### src/rtl/transmissor_frame_menu.sv
// ---------------------------------------------------------------------------
// transmissor_frame_menu
//
// Downstream stage of the menu control unit. On an envia_dados pulse it
// snapshots the screen code and the score, then serialises them as a framed
// UART 8N1 message (LSB first, idle high) towards the host PC renderer.
// The bit-timing serialiser lives inside this block.
//
// Frame bytes, in order: CABECALHO, tela, pontuacao[15:8], pontuacao[7:0]
// and, when the macro FRAME_CHECKSUM_EN is defined, a fifth byte holding the
// XOR of the four previous bytes. Without the macro the frame has 4 bytes
// and no checksum logic exists.
//
// Parameters:
//   CICLOS_POR_BIT  clock cycles per UART bit (>= 2)
//   CABECALHO       first byte of every frame
//
// Ports:
//   clock             system clock, rising edge
//   reset             asynchronous active-low reset
//   envia_dados       one-cycle start request (ignored while ocupado)
//   tela_renderizada  screen code to send
//   pontuacao         current score, unsigned
//   saida_serial      UART TX line (registered)
//   fim_envia_dados   one-cycle pulse once the last stop bit has ended
//   ocupado           high from capture through the fim_envia_dados cycle
//   db_estado         current state: 0 ocioso, 1 bit_inicio, 2 bits_dados,
//                     3 bit_parada, 4 fim
//
// Handshake: envia_dados is sampled only in ocioso; a request seen on a
// rising edge while ocupado=0 is accepted on that same edge, any other
// request is dropped (never queued). fim_envia_dados is a single-cycle
// completion strobe with no acknowledge.
// ---------------------------------------------------------------------------
module transmissor_frame_menu #(
  parameter int         CICLOS_POR_BIT = 434,
  parameter logic [7:0] CABECALHO      = 8'hAA
) (
  input  logic        clock,
  input  logic        reset,
  input  logic        envia_dados,
  input  logic [7:0]  tela_renderizada,
  input  logic [15:0] pontuacao,
  output logic        saida_serial,
  output logic        fim_envia_dados,
  output logic        ocupado,
  output logic [2:0]  db_estado
);

  localparam int CW = $clog2(CICLOS_POR_BIT);
  localparam logic [CW-1:0] ULTIMO_CICLO = CW'(CICLOS_POR_BIT - 1);

`ifdef FRAME_CHECKSUM_EN
  localparam logic [2:0] ULTIMO_BYTE = 3'd4;
`else
  localparam logic [2:0] ULTIMO_BYTE = 3'd3;
`endif

  localparam logic [2:0] OCIOSO     = 3'd0;
  localparam logic [2:0] BIT_INICIO = 3'd1;
  localparam logic [2:0] BITS_DADOS = 3'd2;
  localparam logic [2:0] BIT_PARADA = 3'd3;
  localparam logic [2:0] FIM        = 3'd4;

  logic [2:0]    estado;
  logic [CW-1:0] contador_ciclo;
  logic [2:0]    indice_bit;
  logic [2:0]    indice_byte;
  logic [7:0]    tela_capturada;
  logic [15:0]   pontuacao_capturada;
  logic [7:0]    byte_atual;
  logic          fim_do_bit;

`ifdef FRAME_CHECKSUM_EN
  logic [7:0] checksum;
  assign checksum = CABECALHO ^ tela_capturada ^ pontuacao_capturada[15:8]
                    ^ pontuacao_capturada[7:0];
`endif

  // Byte currently being shifted, selected from the captured snapshot so
  // input changes after capture never reach the line.
  always_comb begin
    byte_atual = CABECALHO;
    case (indice_byte)
      3'd0:    byte_atual = CABECALHO;
      3'd1:    byte_atual = tela_capturada;
      3'd2:    byte_atual = pontuacao_capturada[15:8];
      3'd3:    byte_atual = pontuacao_capturada[7:0];
`ifdef FRAME_CHECKSUM_EN
      3'd4:    byte_atual = checksum;
`endif
      default: byte_atual = CABECALHO;
    endcase
  end

  assign fim_do_bit = (contador_ciclo == ULTIMO_CICLO);
  assign db_estado  = estado;

  // saida_serial is loaded with the level of the *next* cycle on every
  // transition, so the line changes exactly on the edge that ends a bit
  // and is driven straight from a flop.
  always_ff @(posedge clock or negedge reset) begin
    if (!reset) begin
      estado              <= OCIOSO;
      contador_ciclo      <= '0;
      indice_bit          <= '0;
      indice_byte         <= '0;
      tela_capturada      <= '0;
      pontuacao_capturada <= '0;
      saida_serial        <= 1'b1;
      fim_envia_dados     <= 1'b0;
      ocupado             <= 1'b0;
    end else begin
      case (estado)
        OCIOSO: begin
          saida_serial    <= 1'b1;
          fim_envia_dados <= 1'b0;
          ocupado         <= 1'b0;
          if (envia_dados) begin
            tela_capturada      <= tela_renderizada;
            pontuacao_capturada <= pontuacao;
            contador_ciclo      <= '0;
            indice_bit          <= '0;
            indice_byte         <= '0;
            saida_serial        <= 1'b0;
            ocupado             <= 1'b1;
            estado              <= BIT_INICIO;
          end
        end

        BIT_INICIO: begin
          if (fim_do_bit) begin
            contador_ciclo <= '0;
            indice_bit     <= '0;
            saida_serial   <= byte_atual[0];
            estado         <= BITS_DADOS;
          end else begin
            contador_ciclo <= contador_ciclo + 1'b1;
          end
        end

        BITS_DADOS: begin
          if (fim_do_bit) begin
            contador_ciclo <= '0;
            if (indice_bit == 3'd7) begin
              saida_serial <= 1'b1;
              estado       <= BIT_PARADA;
            end else begin
              indice_bit   <= indice_bit + 3'd1;
              saida_serial <= byte_atual[indice_bit + 3'd1];
            end
          end else begin
            contador_ciclo <= contador_ciclo + 1'b1;
          end
        end

        BIT_PARADA: begin
          if (fim_do_bit) begin
            contador_ciclo <= '0;
            if (indice_byte == ULTIMO_BYTE) begin
              saida_serial    <= 1'b1;
              fim_envia_dados <= 1'b1;
              estado          <= FIM;
            end else begin
              // Next start bit follows immediately: no inter-byte gap.
              indice_byte  <= indice_byte + 3'd1;
              saida_serial <= 1'b0;
              estado       <= BIT_INICIO;
            end
          end else begin
            contador_ciclo <= contador_ciclo + 1'b1;
          end
        end

        FIM: begin
          saida_serial    <= 1'b1;
          fim_envia_dados <= 1'b0;
          ocupado         <= 1'b0;
          estado          <= OCIOSO;
        end

        default: begin
          contador_ciclo  <= '0;
          saida_serial    <= 1'b1;
          fim_envia_dados <= 1'b0;
          ocupado         <= 1'b0;
          estado          <= OCIOSO;
        end
      endcase
    end
  end

endmodule

### config.mk
export PLATFORM = sky130hd
export DESIGN_NAME = transmissor_frame_menu
export DESIGN_NICKNAME = d
export VERILOG_FILES = /design/src/rtl/transmissor_frame_menu.sv
export SDC_FILE = /design/constraint.sdc
export NUM_CORES = 1
export LEC_CHECK = 0
export CAP_MARGIN = 20
export CORE_ASPECT_RATIO = 0.75
export CORE_UTILIZATION = 54
export CTS_CLUSTER_DIAMETER = 100
export DETAILED_ROUTE_END_ITERATION = 12
export PLACE_DENSITY_LB_ADDON = 0.05
export SYNTH_ARGS = -nofsm -noshare
export SYNTH_HDL_FRONTEND = slang
export SYNTH_SLANG_ARGS = --single-unit
### constraint.sdc
create_clock -name clock -period 2.2 [get_ports clock]
set_input_delay 0.44 -clock clock [delete_from_list [all_inputs] [get_ports clock]]
set_output_delay 0.44 -clock clock [all_outputs]
set_load 0.02 [all_outputs]
# After elaboration in Yosys (flattened, before gate mapping)
# Index checks and enable logic that the tools add are counted.
totals:
  register_bits: 45
  output_inout_bits: 6
  wordCells: 77
op_classes:
  n_addsub: 3
  order_cmp: 1
  eq_ne: 17
  muxes: 33
  bitwise: 2
  reduce_logical: 12
ops:
  columns: ["operator", "n"]
  rows:
  - ["$mux 3", 12]
  - ["$pmux 9 s3", 1]
  - ["$pmux 8 s3", 1]
  - ["$mux 9", 2]
  - ["$ne 2x2->1 const B", 8]
  - ["$eq 3x2->1 const B", 4]
  - ["$pmux 3 s4", 1]
  - ["$mux 1", 10]
  - ["$reduce_and 5->1", 2]
  - ["$add 9x1->9 const B", 1]
  - ["$eq 9x9->1 const B", 1]
  - ["$pmux 3 s3", 1]
  - ["$add 3x1->3 const B", 2]
  - ["$eq 3x1->1 const B", 2]
  - ["$eq 3x3->1 const B", 2]
  - ["$pmux 3 s2", 1]
  - ["$reduce_and 3->1", 2]
  - ["$lt 3x4->1 const B", 1]
  - ["$pmux 1 s2", 2]
  - ["$pmux 1 s4", 1]
  - ["$reduce_and 2->1", 2]
  - ["$reduce_and 4->1", 1]
  - ["$bmux 1 s3", 1]
  - ["$logic_not 3->1", 1]
  - ["other kinds (5)", 6]

# Longest topological paths before layout
logic_depth:
  ltp_word: 7
  depth_mapped: 8
  depth_no_buf: 7

# Worst setup path after synthesis
# OpenSTA, ideal clock, no wires.
synth_timing:
  path_type: "register to register"
  startpoint: "register indice_byte[0]"
  endpoint: "register saida_serial"
  arrival_ns: 1.892
  setup_slack_ns: 0.214
  stages_incl_launch_ff: 8
  n_path_buf: 1
  period_less_slack_ns: 1.986
  cell_sequence: "dfrtp_1 > ha_1 > ha_1 > buf_4 > a222oi_1 > o31ai_1 > a2111oi_2 > o32ai_1"
synth_between:
  elab_chain_cells: 7
  elab_cells_between_ends: 12
  cone_classes: "eq/ne: 3; mux: 9"
synth_rtl:
  columns: ["item", "line_no", "text"]
  rows:
  - ["start: declaration", "68", "logic [2:0] indice_byte;"]
  - ["start signal: assignment", "166", "indice_byte <= indice_byte + 3'd1;"]
  - ["$eq 3x2->1 (tied with other cells)", "84, 160", null]
  - ["$pmux 8 s3", "84", "case (indice_byte)"]
  - ["$bmux 1 s3", "150", "saida_serial <= byte_atual[indice_bit + 3'd1];"]
  - ["$mux 1 (not written as such)", "150", null]
  - ["$mux 1", "145", "if (indice_bit == 3'd7) begin"]
  - ["$mux 1", "143", "if (fim_do_bit) begin"]
  - ["$pmux 1 s4 (*)", "114", "case (estado)"]
  - ["end signal: assignment", "135", "saida_serial <= byte_atual[0];"]
  - ["end signal: assignment", "150", null]
  - ["end: declaration", "44", "output logic saida_serial,"]
# Mark *: on every way between the ends. The rest lies on a longest branch, timed or not. The select of a mux whose other input is x is not followed.
# A chain may end at the register's enable or synchronous reset.

# Worst setup path after layout
layout_timing:
  startpoint: "register indice_byte[1]"
  endpoint: "register saida_serial"
# The elaborated chain is that of the path after synthesis.

==> results <==
## per-layer routing
metal	routed length, um	GRT usage (%)
met1	2500	34.2
met2	2260	37.0
met3	216	5.69
met4	69	11.1
met5	0	0
## critical path, cell delays in order (launching register included)
cell       delay (ns)
dfrtp_1          0.45
ha_1             0.21
ha_1             0.26
a222oi_1         0.44
o31ai_1          0.13
a2111oi_2        0.36
o32ai_1          0.14
## metrics by stage
stage | power [mW] | setup WS, ns | instances
floorplan | 1.20 | 0.214 | 210
global placement | 1.31 | 0.223 | 301
detailed placement | 1.34 | 0.146 | 301
CTS | 1.95 | 0.137 | 309
global route | 2.03 | 0.0245 | 309
finish | 1.94 | 0.123 | 309
## logic make-up after synthesis
kind of cell             count (synthesis)  share of synthesized area (%)
buffers and inverters                   16                           3.42
AND/OR/NAND/NOR                         56                           13.2
AO/OA/AOI/OAI                           52                           16.1
adder cells (fa/ha/maj)                  8                           4.21
XOR/XNOR                                 3                           1.11
multiplexers                            30                           14.6
flip-flops                              45                           47.4
## flip-flops by register name, summed over array words and instances (netlist names)
| name | cells |
|---|---|
| pontuacao_capturada | 16 |
| contador_ciclo | 9 |
| tela_capturada | 8 |
| db_estado | 3 |
| indice_bit | 3 |
| indice_byte | 3 |
| fim_envia_dados | 1 |
| ocupado | 1 |
| saida_serial | 1 |
## layout make-up
cell class	count	area share [%]
Clock buffer	6	2.48
Clock inverter	2	1.20
Inverter	8	1.03
Multi-Input combinational cell	149	40.1
Sequential cell	45	38.6
Tap cell	55	2.35
Timing Repair Buffer	44	14.3
## report_power, final
group          total [mW]  switching (mW)  internal (mW)
Clock               0.613           0.276          0.337
Sequential           1.05           0.115          0.935
Combinational       0.275           0.122          0.152
Total                1.94           0.513           1.42
## worst paths after layout
kind | slack, ns | depth (start not counted) | start | end
hold reg to reg | 0.50 | 1 | ocupado$_DFFE_PN0N_ | ocupado$_DFFE_PN0N_
min in group clock | 0.50 | 1 | ocupado$_DFFE_PN0N_ | ocupado$_DFFE_PN0N_
setup / recovery | 0.12 | 6 | indice_byte[1]$_DFFE_PN0P_ | saida_serial$_DFFE_PN1P_
hold / removal | 0.21 | 2 | reset | tela_capturada[7]$_DFFE_PN0P_
max in group asynchronous | 1.61 | 2 | reset | tela_capturada[4]$_DFFE_PN0P_
setup reg to reg | 0.12 | 6 | indice_byte[1]$_DFFE_PN0P_ | saida_serial$_DFFE_PN1P_
## cell usage in the layout (no fill, tap or decap), types with 2 or more instances in the layout
master	n
a221oi_1	2
nor3_1	4
o31ai_1	4
a21o_1	3
nand2_1	12
a21oi_1	8
nand3_1	4
mux2_4	3
nor2b_1	5
inv_1	8
dfrtp_1	44
a31oi_1	2
clkdlybuf4s50_1	31
nor2_1	15
mux2i_1	2
ha_1	8
xnor2_1	2
clkbuf_8	5
nand4_1	2
nand2b_1	3
buf_4	11
and2_1	2
a22o_1	2
mux2_2	25
o21ai_0	12
a22oi_1	4
a221o_1	3
## synth_stat cells (3+ instances only)
library cell / n / area share [%]
nand2_1: 12 / 1.9
a221o_1: 3 / 1.3
nand2b_1: 3 / 0.79
o21ai_0: 12 / 2.5
a21o_1: 3 / 0.95
ha_1: 8 / 4.2
dfrtp_1: 44 / 46
o31ai_1: 4 / 1.3
nor3_1: 4 / 0.84
mux2_4: 3 / 1.9
mux2_2: 25 / 12
buf_4: 3 / 0.95
a22oi_1: 4 / 1.3
nor2b_1: 5 / 1.3
nand3_1: 4 / 0.84
nor2_1: 16 / 2.5
inv_1: 8 / 1.3
a21oi_1: 8 / 1.7
==> flow_metrics.py <==
metrics = {
    "outcome": {
        "status": "finished, final reports clean",
    },
    "finish": {
        "final_cell_area_mm2": 0.00292,
        "multiInputGateArea_mm2": 0.00117,
        "regArea_mm2": 0.00113,
        "antenna_cells": 0,
        "nFillCells": 308,
        "post-route-util_pct": 70.8,
        "final_net_count": 288,
        "syn_to_final_growth_pct": 22.9,
        "drive_gt1_share_pct": 22.8,
    },
    "setup_path": {
        "crit_fanout": 6,
        "start_kind": "register",
        "cp-end-kind": "register",
        "crit_type": "reg -> reg",
        "required_ns": 2.42,
        "arrival_ns": 2.29,
    },
    "global_route": {
        "grt_pass1_vias": 1718,
        "antenna_found_initial": 0,
        "grt_usage_pct": 24.6,
        "overflow": 0,
        "grt_pass1_wl_mm": 8.47,
        "grt_max_degree": 46,
    },
    "clocking": {
        "ctsHoldBuffers": 0,
        "cts_resized": 0,
        "tritoncts": "built",
        "clock-sinks": 45,
        "max-clock-path-buffers": 2,
        "clkLatencyLatePin_ns": 0.30,
        "path_clk_slew_ns": 0.08,
        "cts_buffers": 5,
        "cts-root-buf": "clkbuf_8",
        "postCtsSetupBuffers": 0,
        "htreeDepth": 2,
    },
    "flow_run": {
        "maxCapViolCount": 0,
    },
    "synth": {
        "synth-edff-count": 0,
        "ys_ff_latch": 45,
        "yosysWarnings": 0,
        "synth_cells": 210,
        "postSynthNetCount": 245,
        "syn_avg_cell_area_um2": 11.3,
        "syn-cell-area_mm2": 0.00238,
        "synth_cell_type_count": 50,
        "synth_flop_cell": "dfrtp_1",
        "synthArstFlopShare_pct": 100,
        "synth_seq_area_share_pct": 47.4,
    },
    "floorplan": {
        "die_area_mm2": 0.00467,
        "fp.dieH_um": 59.5,
        "coreArea_mm2": 0.00413,
        "num_rows": 20,
        "die_w_um": 78.6,
        "start_util_pct": 57.6,
        "ioPinCount": 33,
    },
    "timing": {
        "fin_setup_tns_ns": 0,
        "setup_viol_count_final": 0,
        "min_period_over_period_pct": 94.4,
        "finalHoldViolCount": 0,
        "post-route-min-period_ns": 2.08,
        "slew_headroom_pct": 62.9,
        "skew_ns": 0.00583,
        "worst_hold_slack_ns": 0.214,
        "worst_pin_slew_ns": 0.556,
        "max_freq_mhz": 482,
        "slew_viol_final": 0,
        "grt_setup_unrepaired": "false",
    },
    "detailed_routing": {
        "wl_per_cell_um": 16.3,
        "viasPerCell": 5.77,
        "ant_nets": 0,
        "drc": 0,
        "drt_iter0_drc": 102,
        "firstDrtPassIters": 5,
        "wl_mm": 5.04,
        "vias": 1783,
    },
    "placed_design": {
        "gp_congestion": 0.853,
        "post_dp_cell_area_mm2": 0.00282,
        "io_buffers": 32,
        "dp_hpwl_mm": 3.75,
    },
    "power_and_ir_drop": {
        "ir_drop_mv": 0.595,
        "p_leak_nw": 1.30,
        "p_per_area_mw_per_mm2": 663,
    },
    "hold_path": {
        "min_path_type": "in -> async",
    },
}
(Power assumes the default switching activity.)
